--- src/rtl/instruction_fetch.sv ---
// Instruction fetch unit: requests one instruction word at a time from
// instruction memory, holds it for the control path until consumed, and then
// advances the program counter sequentially or to a jump target.
module instruction_fetch #(
   parameter logic [31:0] RESET_PC = 32'h0000_0000
) (
   input  logic        clk,
   input  logic        reset,
   input  logic        start,
   input  logic        halt,
   input  logic        program_counter_inc,
   input  logic        jump_valid,
   input  logic [31:0] jump_target,
   output logic        mem_req,
   output logic [31:0] mem_addr,
   input  logic        mem_ready,
   input  logic [31:0] mem_rdata,
   output logic [31:0] instruction,
   output logic        instruction_valid,
   output logic [31:0] pc,
   output logic        halted,
   output logic [15:0] fetch_count
);

   typedef enum logic [1:0] {
      STOPPED = 2'd0,
      FETCH   = 2'd1,
      ISSUE   = 2'd2
   } state_e;

   state_e      state_q, state_d;
   logic [31:0] pc_q, pc_d;
   logic [31:0] instr_q, instr_d;
   logic [15:0] fetch_count_q, fetch_count_d;

   // Next-state and datapath updates; halt overrides every other request.
   always_comb begin
      // NOTE: every signal gets a default first so no path leaves it unassigned
      // and no latch is inferred.
      state_d       = state_q;
      pc_d          = pc_q;
      instr_d       = instr_q;
      fetch_count_d = fetch_count_q;

      if (halt) begin
         // A response coinciding with halt is dropped; pc and instruction stay.
         state_d = STOPPED;
      end else begin
         unique case (state_q)
            STOPPED: begin
               if (start) state_d = FETCH;
            end
            FETCH: begin
               if (mem_ready) begin
                  instr_d       = mem_rdata;
                  fetch_count_d = fetch_count_q + 16'd1;
                  state_d       = ISSUE;
               end
            end
            ISSUE: begin
               if (program_counter_inc) begin
                  // Jump targets are forced word-aligned; pc+4 wraps naturally.
                  pc_d    = jump_valid ? {jump_target[31:2], 2'b00} : pc_q + 32'd4;
                  state_d = FETCH;
               end
            end
            default: state_d = STOPPED;
         endcase
      end
   end

   // State register with synchronous reset taking priority over everything.
   always_ff @(posedge clk) begin
      // NOTE: sequential state uses non-blocking assignments so all flops
      // update together from values sampled before the edge.
      if (reset) begin
         state_q       <= STOPPED;
         pc_q          <= RESET_PC;
         instr_q       <= 32'h0000_0000;
         fetch_count_q <= 16'h0000;
      end else begin
         state_q       <= state_d;
         pc_q          <= pc_d;
         instr_q       <= instr_d;
         fetch_count_q <= fetch_count_d;
      end
   end

   // Outputs decode directly from registered state, so they are glitch-free
   // and change only on clock edges.
   always_comb begin
      mem_req           = (state_q == FETCH);
      instruction_valid = (state_q == ISSUE);
      halted            = (state_q == STOPPED);
      mem_addr          = pc_q;
      pc                = pc_q;
      instruction       = instr_q;
      fetch_count       = fetch_count_q;
   end

endmodule

--- config.mk ---
export PLATFORM = sky130hd
export DESIGN_NAME = instruction_fetch
export DESIGN_NICKNAME = d
export VERILOG_FILES = /design/src/rtl/instruction_fetch.sv
export SDC_FILE = /design/constraint.sdc
export NUM_CORES = 1
export LEC_CHECK = 0
export ABC_CLOCK_PERIOD_IN_PS = 2500
export BUFFER_PORTS_ARGS = -buffer_cell sky130_fd_sc_hd__buf_2
export CAP_MARGIN = 10
export CORE_MARGIN = 3
export CORE_UTILIZATION = 35
export DETAILED_ROUTE_END_ITERATION = 8
export GPL_TIMING_DRIVEN = 0
export PLACE_DENSITY = 0.69
export SYNTH_ARGS = -nofsm -noshare
export SYNTH_HDL_FRONTEND = slang
export SYNTH_SLANG_ARGS = --single-unit
--- constraint.sdc ---
create_clock -name clk -period 2.5 [get_ports clk]
set_input_delay 0.5 -clock clk [delete_from_list [all_inputs] [get_ports clk]]
set_output_delay 0.5 -clock clk [all_outputs]
set_load 0.05 [all_outputs]
==> metrics.md, run 1 <==
| Metric | Value |
|---|---|
| Number of instances in the synthesized netlist | `approximately 540` |
| Endpoint of the worst register-to-register path | `mem_addr[22]` |
| Remaining Overflow, GRT | `0` |
| Endpoint of the worst hold path | `state_q[0]` |
| Status | `completed` |
| Period utilisation layout | `0.9446` |
| Wire length reported by the detailed router | `around 14 mm` |
| Setup TNS Final | `0 ps` |
| Hold-fix buffers, CTS | `0` |
| Peak VDD IR | `about 0.26 mV` |
| Warnings, synthesis | `0` |
| Mean post-synth cell area | `7.754 sq um` |
| Clock tree from TritonCTS | `done` |
| Final hold violations | `0` |
| Worst r2r path cells | `7` |
| Resized Gates After CTS | `0` |
| Pin count of the biggest net entering global routing | `15` |
| # H-tree levels | `3` |
| Crit Path Max Fanout | `8` |
| Cell type with the highest aggregate area in the netlist | `sky130_fd_sc_hd__dfxtp_1` |
| Hpwl dp | `around 11 mm` |
| Commonest non-fill, non-tap cell in the layout | `sky130_fd_sc_hd__buf_2` |
| Number of clock sinks seen by CTS | `80` |
| Sequential element share of the synthesized area | `0.3804` |
| Area contributors post-synth | `sky130_fd_sc_hd__dfxtp_1 38%, sky130_fd_sc_hd__nand2_1 8.8%, sky130_fd_sc_hd__a21oi_1 6.9%` |
| Reg-to-reg startpoint | `mem_addr[2]` |
| Synth Flop Type | `sky130_fd_sc_hd__dfxtp_1` |
| Worst Hold Class | `input pin to flop` |
| First-pass GRT wire length | `around 21 mm` |
| Initial antenna violation count | `1` |
| Worst setup slack for register-to-register paths | `roughly 140 ps` |
| Post-synthesis instance area | `0.004210 sq mm` |
| Area added between synthesis and finish | `33.16%` |
| Vias per Instance | `5.256` |
| Asr flop ratio synth | `0` |
| Origin of the worst min-delay path | `halt` |
| Tightest slew margin relative to the limit | `0.5641` |
| Count of fill cells added during filler insertion | `about 1200` |
| Initial core utilization | `0.3641` |
| Clock-pin slew reported for the worst setup and hold paths after clock tree synthesis | `around 60 ps` |
| RSZ-0062 raised after global routing | `no` |
| Final estimated routing congestion in global placement | `0.9534` |
| Worst Setup SP | `mem_addr[2]` |
| Insertion delay to the later sink of the worst-skew pair | `about 340 ps` |
| Final count of pins violating max slew | `0` |
| Final core occ | `0.4848` |
| Max-cap viol count | `0` |
| Core Footprint | `about 0.012 sq mm` |
| Full die area | `roughly 0.013 sq mm` |
| I/O pin count | `roughly 190` |
| DRC viols | `0` |
| Power consumption | `just under 3000 uW` |
| Achievable Freq | `about 420 MHz` |
| Commonest cells after routing, fill and taps aside | `184 x sky130_fd_sc_hd__buf_2, 99 x sky130_fd_sc_hd__nand2_1, 80 x sky130_fd_sc_hd__dfxtp_1, 58 x sky130_fd_sc_hd__a21oi_1, 44 x sky130_fd_sc_hd__nor2_1` |
| WL per Instance | `15.87 microns` |
| Min Clock Period, post-route | `approximately 2400 ps` |
| Horizontal die dimension | `roughly 120 microns` |
| Buffers inserted by post-CTS timing repair | `0` |
| Number of routed nets with antenna violations | `0` |
| Capturing element type of the critical path | `flop` |
| Hold depth | `2` |
| Share of cells above drive strength 1 | `0.3333` |
| Leak | `between 0.002 and 0.003 uW` |
| Share of the synthesized area in the top cell type | `0.3804` |
| CP Data Arrival Time | `approximately 2600 ps` |
| Number of nets at the end of the flow | `~810` |
| Overall global routing resource usage | `0.1990` |
| Power per unit of standard cell area | `approximately 520 mW/mm^2` |
| Starting DRC count in detailed routing | `between 200 and 300` |
| Number of buffers inserted by port buffering | `179` |
| Clock tree buffer depth | `2` |
| CTS buffer count | `9` |
| Via total after detailed routing | `between 4000 and 5000` |
| Number of synthesized flops with an enable pin | `0` |
| Number of unique standard cell types used by synthesis | `65` |
| Number of search-and-repair iterations in the first detailed-routing pass | `5` |
| Slew at the pin closest to its max-slew limit | `roughly 650 ps` |
| CTS Root Buffer Type | `sky130_fd_sc_hd__clkbuf_16` |
| Worst clock skew | `about 6 ps` |
| Required time at the endpoint of the critical path | `~2700 ps` |
| Yosys reg bits | `80` |
| Category of the most critical setup path | `flop to flop` |
| Height of the die | `approximately 120 microns` |
| Via count of the first global-routing pass | `about 4200` |
| Num rows | `39` |
| Final setup fails | `0` |
| Kind of start point of the critical path | `flop` |
report_power, final:
part           total, uW  internal, uW  switching (uW)
registers           1290          1280            8.39
logic                250          83.5             167
clock network       1360           803             560
total               2910          2170             735
worst max-delay path: stages (launching register included):
cell and delay (ps):
sky130_fd_sc_hd__dfxtp_1 510, sky130_fd_sc_hd__ha_1 270, sky130_fd_sc_hd__and4_1 230, sky130_fd_sc_hd__buf_6 130, sky130_fd_sc_hd__nand4_4 120, sky130_fd_sc_hd__nor4_4 500, sky130_fd_sc_hd__a311oi_1 170, sky130_fd_sc_hd__a2111oi_2 330
registers in the layout (all words and copies together) (netlist names):
signal,count
fetch_count,16
instruction,32
mem_addr,30
state_q,2
layer usage:
metal  vias up  GRT usage  wire length, microns
met5         -          0                     0
met4         0    0.06342                   139
met3        13    0.04334                  1088
met2       190     0.3549                  7009
met1      2181     0.2383                  5805
li1       2268          -                     -
final cells by class:
class                           count  area [sq um]  area share
Sequential cell                    80          1602      0.2857
Inverter                           11         41.29    0.007364
Antenna cell                        1         2.502   0.0004463
Clock inverter                      6         68.82     0.01227
Buffer                             69         401.6     0.07164
Multi-Input combinational cell    386          2177      0.3883
Timing Repair Buffer              179         895.9      0.1598
Clock buffer                       10         239.0     0.04262
Tap cell                          143         178.9     0.03191
synthesized netlist by cell type, types with 3 or more instances:
cell                       count
sky130_fd_sc_hd__dfxtp_1      80
sky130_fd_sc_hd__and3_1        8
sky130_fd_sc_hd__o31ai_1       4
sky130_fd_sc_hd__xnor2_1       7
sky130_fd_sc_hd__buf_2         5
sky130_fd_sc_hd__nor3_1       13
sky130_fd_sc_hd__o21ai_0      18
sky130_fd_sc_hd__buf_1         8
sky130_fd_sc_hd__a22oi_1       7
sky130_fd_sc_hd__a21oi_1      58
sky130_fd_sc_hd__nor2_1       44
sky130_fd_sc_hd__and2_1        4
sky130_fd_sc_hd__clkbuf_1     20
sky130_fd_sc_hd__nor4_1        6
sky130_fd_sc_hd__nand4_1      11
sky130_fd_sc_hd__and4_1        6
sky130_fd_sc_hd__a21o_1        5
sky130_fd_sc_hd__nand3_1      22
sky130_fd_sc_hd__nand2_1      99
sky130_fd_sc_hd__xor2_1        5
sky130_fd_sc_hd__mux2i_1       5
sky130_fd_sc_hd__or3_1         4
sky130_fd_sc_hd__a31oi_1       6
sky130_fd_sc_hd__buf_4        34
sky130_fd_sc_hd__o22ai_1       3
sky130_fd_sc_hd__inv_1        11
per-stage QoR:
stage	setup WS (ps)	cell area, sq um	hold slack, ps	std cells
2_1_floorplan	88.54	4222	579.3	546
3_3_place_gp	144.0	5296	440.1	868
3_5_place_dp	93.09	5296	443.4	868
4_1_cts	141.7	5604	380.9	884
5_1_grt	43.76	5604	397.3	884
6_report	138.4	5607	385.8	885
kinds of logic (layout without fill, tap and decap cells):
kind of cell             count (synthesis)  count (layout)  synth area share
AND/OR/NAND/NOR                        238             238            0.2859
XOR/XNOR                                12              12           0.02496
buffers and inverters                   80             275            0.1052
flip-flops                              80              80            0.3804
adder cells (fa/ha/maj)                  2               2          0.005943
multiplexers                             5               5           0.01189
other                                    1               5         0.0008907
AO/OA/AOI/OAI                          125             125            0.1848
worst max path at each step:
stage,end,slack (ps)
after floorplan,mem_addr[22],90
after global placement,fetch_count[15],140
after detailed placement,mem_addr[11],90
after CTS,mem_addr[22],140
after global routing,mem_addr[20],40
final,mem_addr[22],140
(Power assumes the default switching activity.)
==> run 2: changes to the inputs <==
--- a/config.mk
+++ b/config.mk
@@ -8,6 +8,7 @@
 export ABC_CLOCK_PERIOD_IN_PS = 2500
 export BUFFER_PORTS_ARGS = -buffer_cell sky130_fd_sc_hd__buf_2
 export CAP_MARGIN = 10
+export CORE_ASPECT_RATIO = 0.75
 export CORE_MARGIN = 3
 export CORE_UTILIZATION = 35
 export DETAILED_ROUTE_END_ITERATION = 8
==> run 2 against run 1 <==
- sequential power about the same
- combinational power about the same
- clock power down 7%
- critical path depth did not move
- register-to-register slack improved by 110 ps
- worst setup slack better by 110 ps
- highest routed layer unchanged
- non-clock buffer count unchanged
- first-iteration DRC count is 30% higher
- cell count increased by 2.0%
- global-route usage fell by 0.18 points
==> metrics.md, run 2 (synthesized netlist as in run 1, its figures left out) <==
| Metric | Value |
|---|---|
| Required time at the endpoint of the critical path | `2740 ps (about the same)` |
| Insertion delay to the later sink of the worst-skew pair | `340 ps (about the same)` |
| Placement-stage cell area | `0.005320 sq mm (+0.45%)` |
| Via count of the first global-routing pass | `4109 (-1.9%)` |
| Pin count of the biggest net entering global routing | `17 (+2)` |
| Tightest slew margin relative to the limit | `0.4918 (-0.07226)` |
| Worst r2r path cells | `7 (unchanged)` |
| Power per unit of standard cell area | `501.8 mW/mm^2 (-3.2%)` |
| Final count of pins violating max slew | `0 (unchanged)` |
| Count of fill cells added during filler insertion | `1263 (+5.7%)` |
| Max-cap viol count | `0 (unchanged)` |
| Achievable Freq | `443.9 MHz (+4.8%)` |
| Num rows | `34 (-13%)` |
| Endpoint of the worst register-to-register path | `mem_addr[22]` |
| Worst Hold Class | `input pin to flop` |
| Switching power share of the total | `0.2688 (+0.01585)` |
| Critical path's largest stage delay | `450 ps (-60 ps)` |
| Reg-to-reg startpoint | `mem_addr[3]` |
| Height of the die | `101.0 microns (-13%)` |
| Vias per Instance | `5.130 (-2.4%)` |
| WL per Instance | `14.93 microns (-5.9%)` |
| Number of nets at the end of the flow | `809 (unchanged)` |
| Slew at the pin closest to its max-slew limit | `755.3 ps (+101.4 ps)` |
| Antenna diode count | `0 (-1)` |
| Logic gate share of total power | `0.088 (+0.002)` |
| Via total after detailed routing | `4632 (-0.43%)` |
| Initial antenna violation count | `0 (-1)` |
| Hold depth | `3 (+1)` |
| Clk pwr share | `0.453 (-0.016)` |
| Horizontal die dimension | `132.6 microns (+15%)` |
| Resized Gates After CTS | `0 (unchanged)` |
| Commonest non-fill, non-tap cell in the layout | `sky130_fd_sc_hd__buf_2` |
| CTS buffer count | `9 (unchanged)` |
| Worst clock skew | `6.778 ps (+0.6029 ps)` |
| Final setup fails | `0 (unchanged)` |
| DRC viols | `0 (unchanged)` |
| Final standard cell area without fillers | `0.005612 sq mm (about the same)` |
| Remaining Overflow, GRT | `0 (unchanged)` |
| CTS Root Buffer Type | `sky130_fd_sc_hd__clkbuf_16` |
| List of cells traversed by the critical path | `ha_1 -> and4_1 -> buf_6 -> nand4_4 -> nor4_4 -> a311oi_1 -> a2111oi_2` |
| Largest register FFs | `32 (unchanged)` |
| Area added between synthesis and finish | `33.28% (about the same)` |
| RSZ-0062 raised after global routing | `no` |
| Full die area | `0.01340 sq mm (about the same)` |
| Core Footprint | `0.01166 sq mm (+0.79%)` |
| First-pass GRT wire length | `21.59 mm (+1.7%)` |
| Origin of the worst min-delay path | `mem_rdata[23]` |
| Number of routed nets with antenna violations | `0 (unchanged)` |
| Clock tree from TritonCTS | `done` |
| Number of buffers inserted by port buffering | `179 (unchanged)` |
| # H-tree levels | `3 (unchanged)` |
| Min Clock Period, post-route | `2253 ps (-109.1 ps)` |
| Hold-fix buffers, CTS | `0 (unchanged)` |
| Design internal power | `2059 uW (-5.1%)` |
| Number of search-and-repair iterations in the first detailed-routing pass | `5 (unchanged)` |
| Slowest stage cell, crit path | `sky130_fd_sc_hd__dfxtp_1` |
| Final hold violations | `0 (unchanged)` |
| Category of the most critical setup path | `flop to flop` |
| Status | `completed` |
| Final estimated routing congestion in global placement | `0.9500 (-0.36%)` |
| Initial core utilization | `0.3612 (-0.002853)` |
| Share of cells above drive strength 1 | `0.3333 (unchanged)` |
| Wire length reported by the detailed router | `13.49 mm (-4.0%)` |
| Starting DRC count in detailed routing | `330 (+30%)` |
| Hpwl dp | `10.06 mm (-4.4%)` |
| Setup TNS Final | `0 ps (unchanged)` |
| Switching pwr | `757.1 uW (+3.0%)` |
| Commonest cells after routing, fill and taps aside | `184 x sky130_fd_sc_hd__buf_2, 99 x sky130_fd_sc_hd__nand2_1, 80 x sky130_fd_sc_hd__dfxtp_1, 58 x sky130_fd_sc_hd__a21oi_1, 44 x sky130_fd_sc_hd__nor2_1` |
| Number of clock sinks seen by CTS | `80 (unchanged)` |
| CP Data Arrival Time | `2490 ps (-110 ps)` |
| Final Hold Slack | `384.8 ps (-0.9920 ps)` |
| Endpoint of the worst hold path | `instruction[23]` |
| Worst setup slack for register-to-register paths | `250 ps (+110 ps)` |
| Overall global routing resource usage | `0.1972 (-0.001778)` |
| Sequential group share of total power | `0.459 (+0.014)` |
| Clock tree buffer depth | `2 (unchanged)` |
| Kind of start point of the critical path | `flop` |
| Peak VDD IR | `0.3469 mV (+33%)` |
| Clock-pin slew reported for the worst setup and hold paths after clock tree synthesis | `70 ps (about the same)` |
| I/O pin count | `186 (unchanged)` |
| Capturing element type of the critical path | `flop` |
| Period utilisation layout | `0.9010 (-0.04364)` |
| Leak | `0.002507 uW (about the same)` |
| Buffers inserted by post-CTS timing repair | `0 (unchanged)` |
| Crit Path Max Fanout | `7 (-1)` |
## run 2: power groups by stage
| stage | Combinational [uW] | Sequential [uW] | Clock (uW) |
|---|---|---|---|
| global route | 270 | 1290 | 1350 |
| detailed placement | 248 | 1320 | 0 |
| finish | 249 | 1290 | 1270 |
| floorplan | 113 | 1350 | 0 |
| CTS | 249 | 1290 | 1300 |
| global placement | 247 | 1320 | 0 |
## run 2: worst max-delay path by stage
stage	startpoint	end	depth (start not counted)
global placement	halt	mem_addr[11]	6
global route	mem_addr[2]	mem_addr[22]	7
detailed placement	halt	mem_addr[11]	6
floorplan	mem_addr[2]	mem_addr[22]	7
CTS	mem_addr[2]	mem_addr[20]	7
finish	mem_addr[3]	mem_addr[22]	7
## run 2: area by class of cell
| cell class | count | area (sq um) | area share |
|---|---|---|---|
| timing repair buffer | 179 | 895.9 | 0.1596 |
| tap | 162 | 202.7 | 0.03612 |
| inverter | 11 | 41.29 | 0.007358 |
| multi-input combinational | 386 | 2177 | 0.3880 |
| clock buffer | 9 | 225.2 | 0.04013 |
| sequential | 80 | 1602 | 0.2854 |
| clock inverter | 7 | 66.31 | 0.01182 |
| buffer | 69 | 401.6 | 0.07157 |
## run 2: critical path, delay by kind of cell (launching register included)
kind	cells	cell delay, ps
AO/OA/AOI/OAI	2	500
AND/OR/NAND/NOR	3	800
buffers and inverters	1	130
flip-flops	1	450
adder cells (fa/ha/maj)	1	260
## run 2: metal layers
metal,vias to the layer above,part of all wire,GRT usage
met2,236,0.43,0.3054
met1,2115,0.46,0.2678
li1,2266,-,-
met4,0,0.012,0.05671
met5,-,0,0
met3,15,0.096,0.05838
## run 2: per-stage QoR
| step | setup slack, ps | util | instances | power (uW) |
|---|---|---|---|---|
| 5_1_grt | 1.668 | 0.4814 | 903 | 2916 |
| 3_5_place_dp | 112.8 | 0.4564 | 887 | 1569 |
| 6_report | 247.5 | 0.4814 | 903 | 2816 |
| 4_1_cts | 237.9 | 0.4814 | 903 | 2843 |
| 3_3_place_gp | 114.4 | 0.4564 | 887 | 1568 |
| 2_1_floorplan | 88.54 | - | 546 | 1465 |
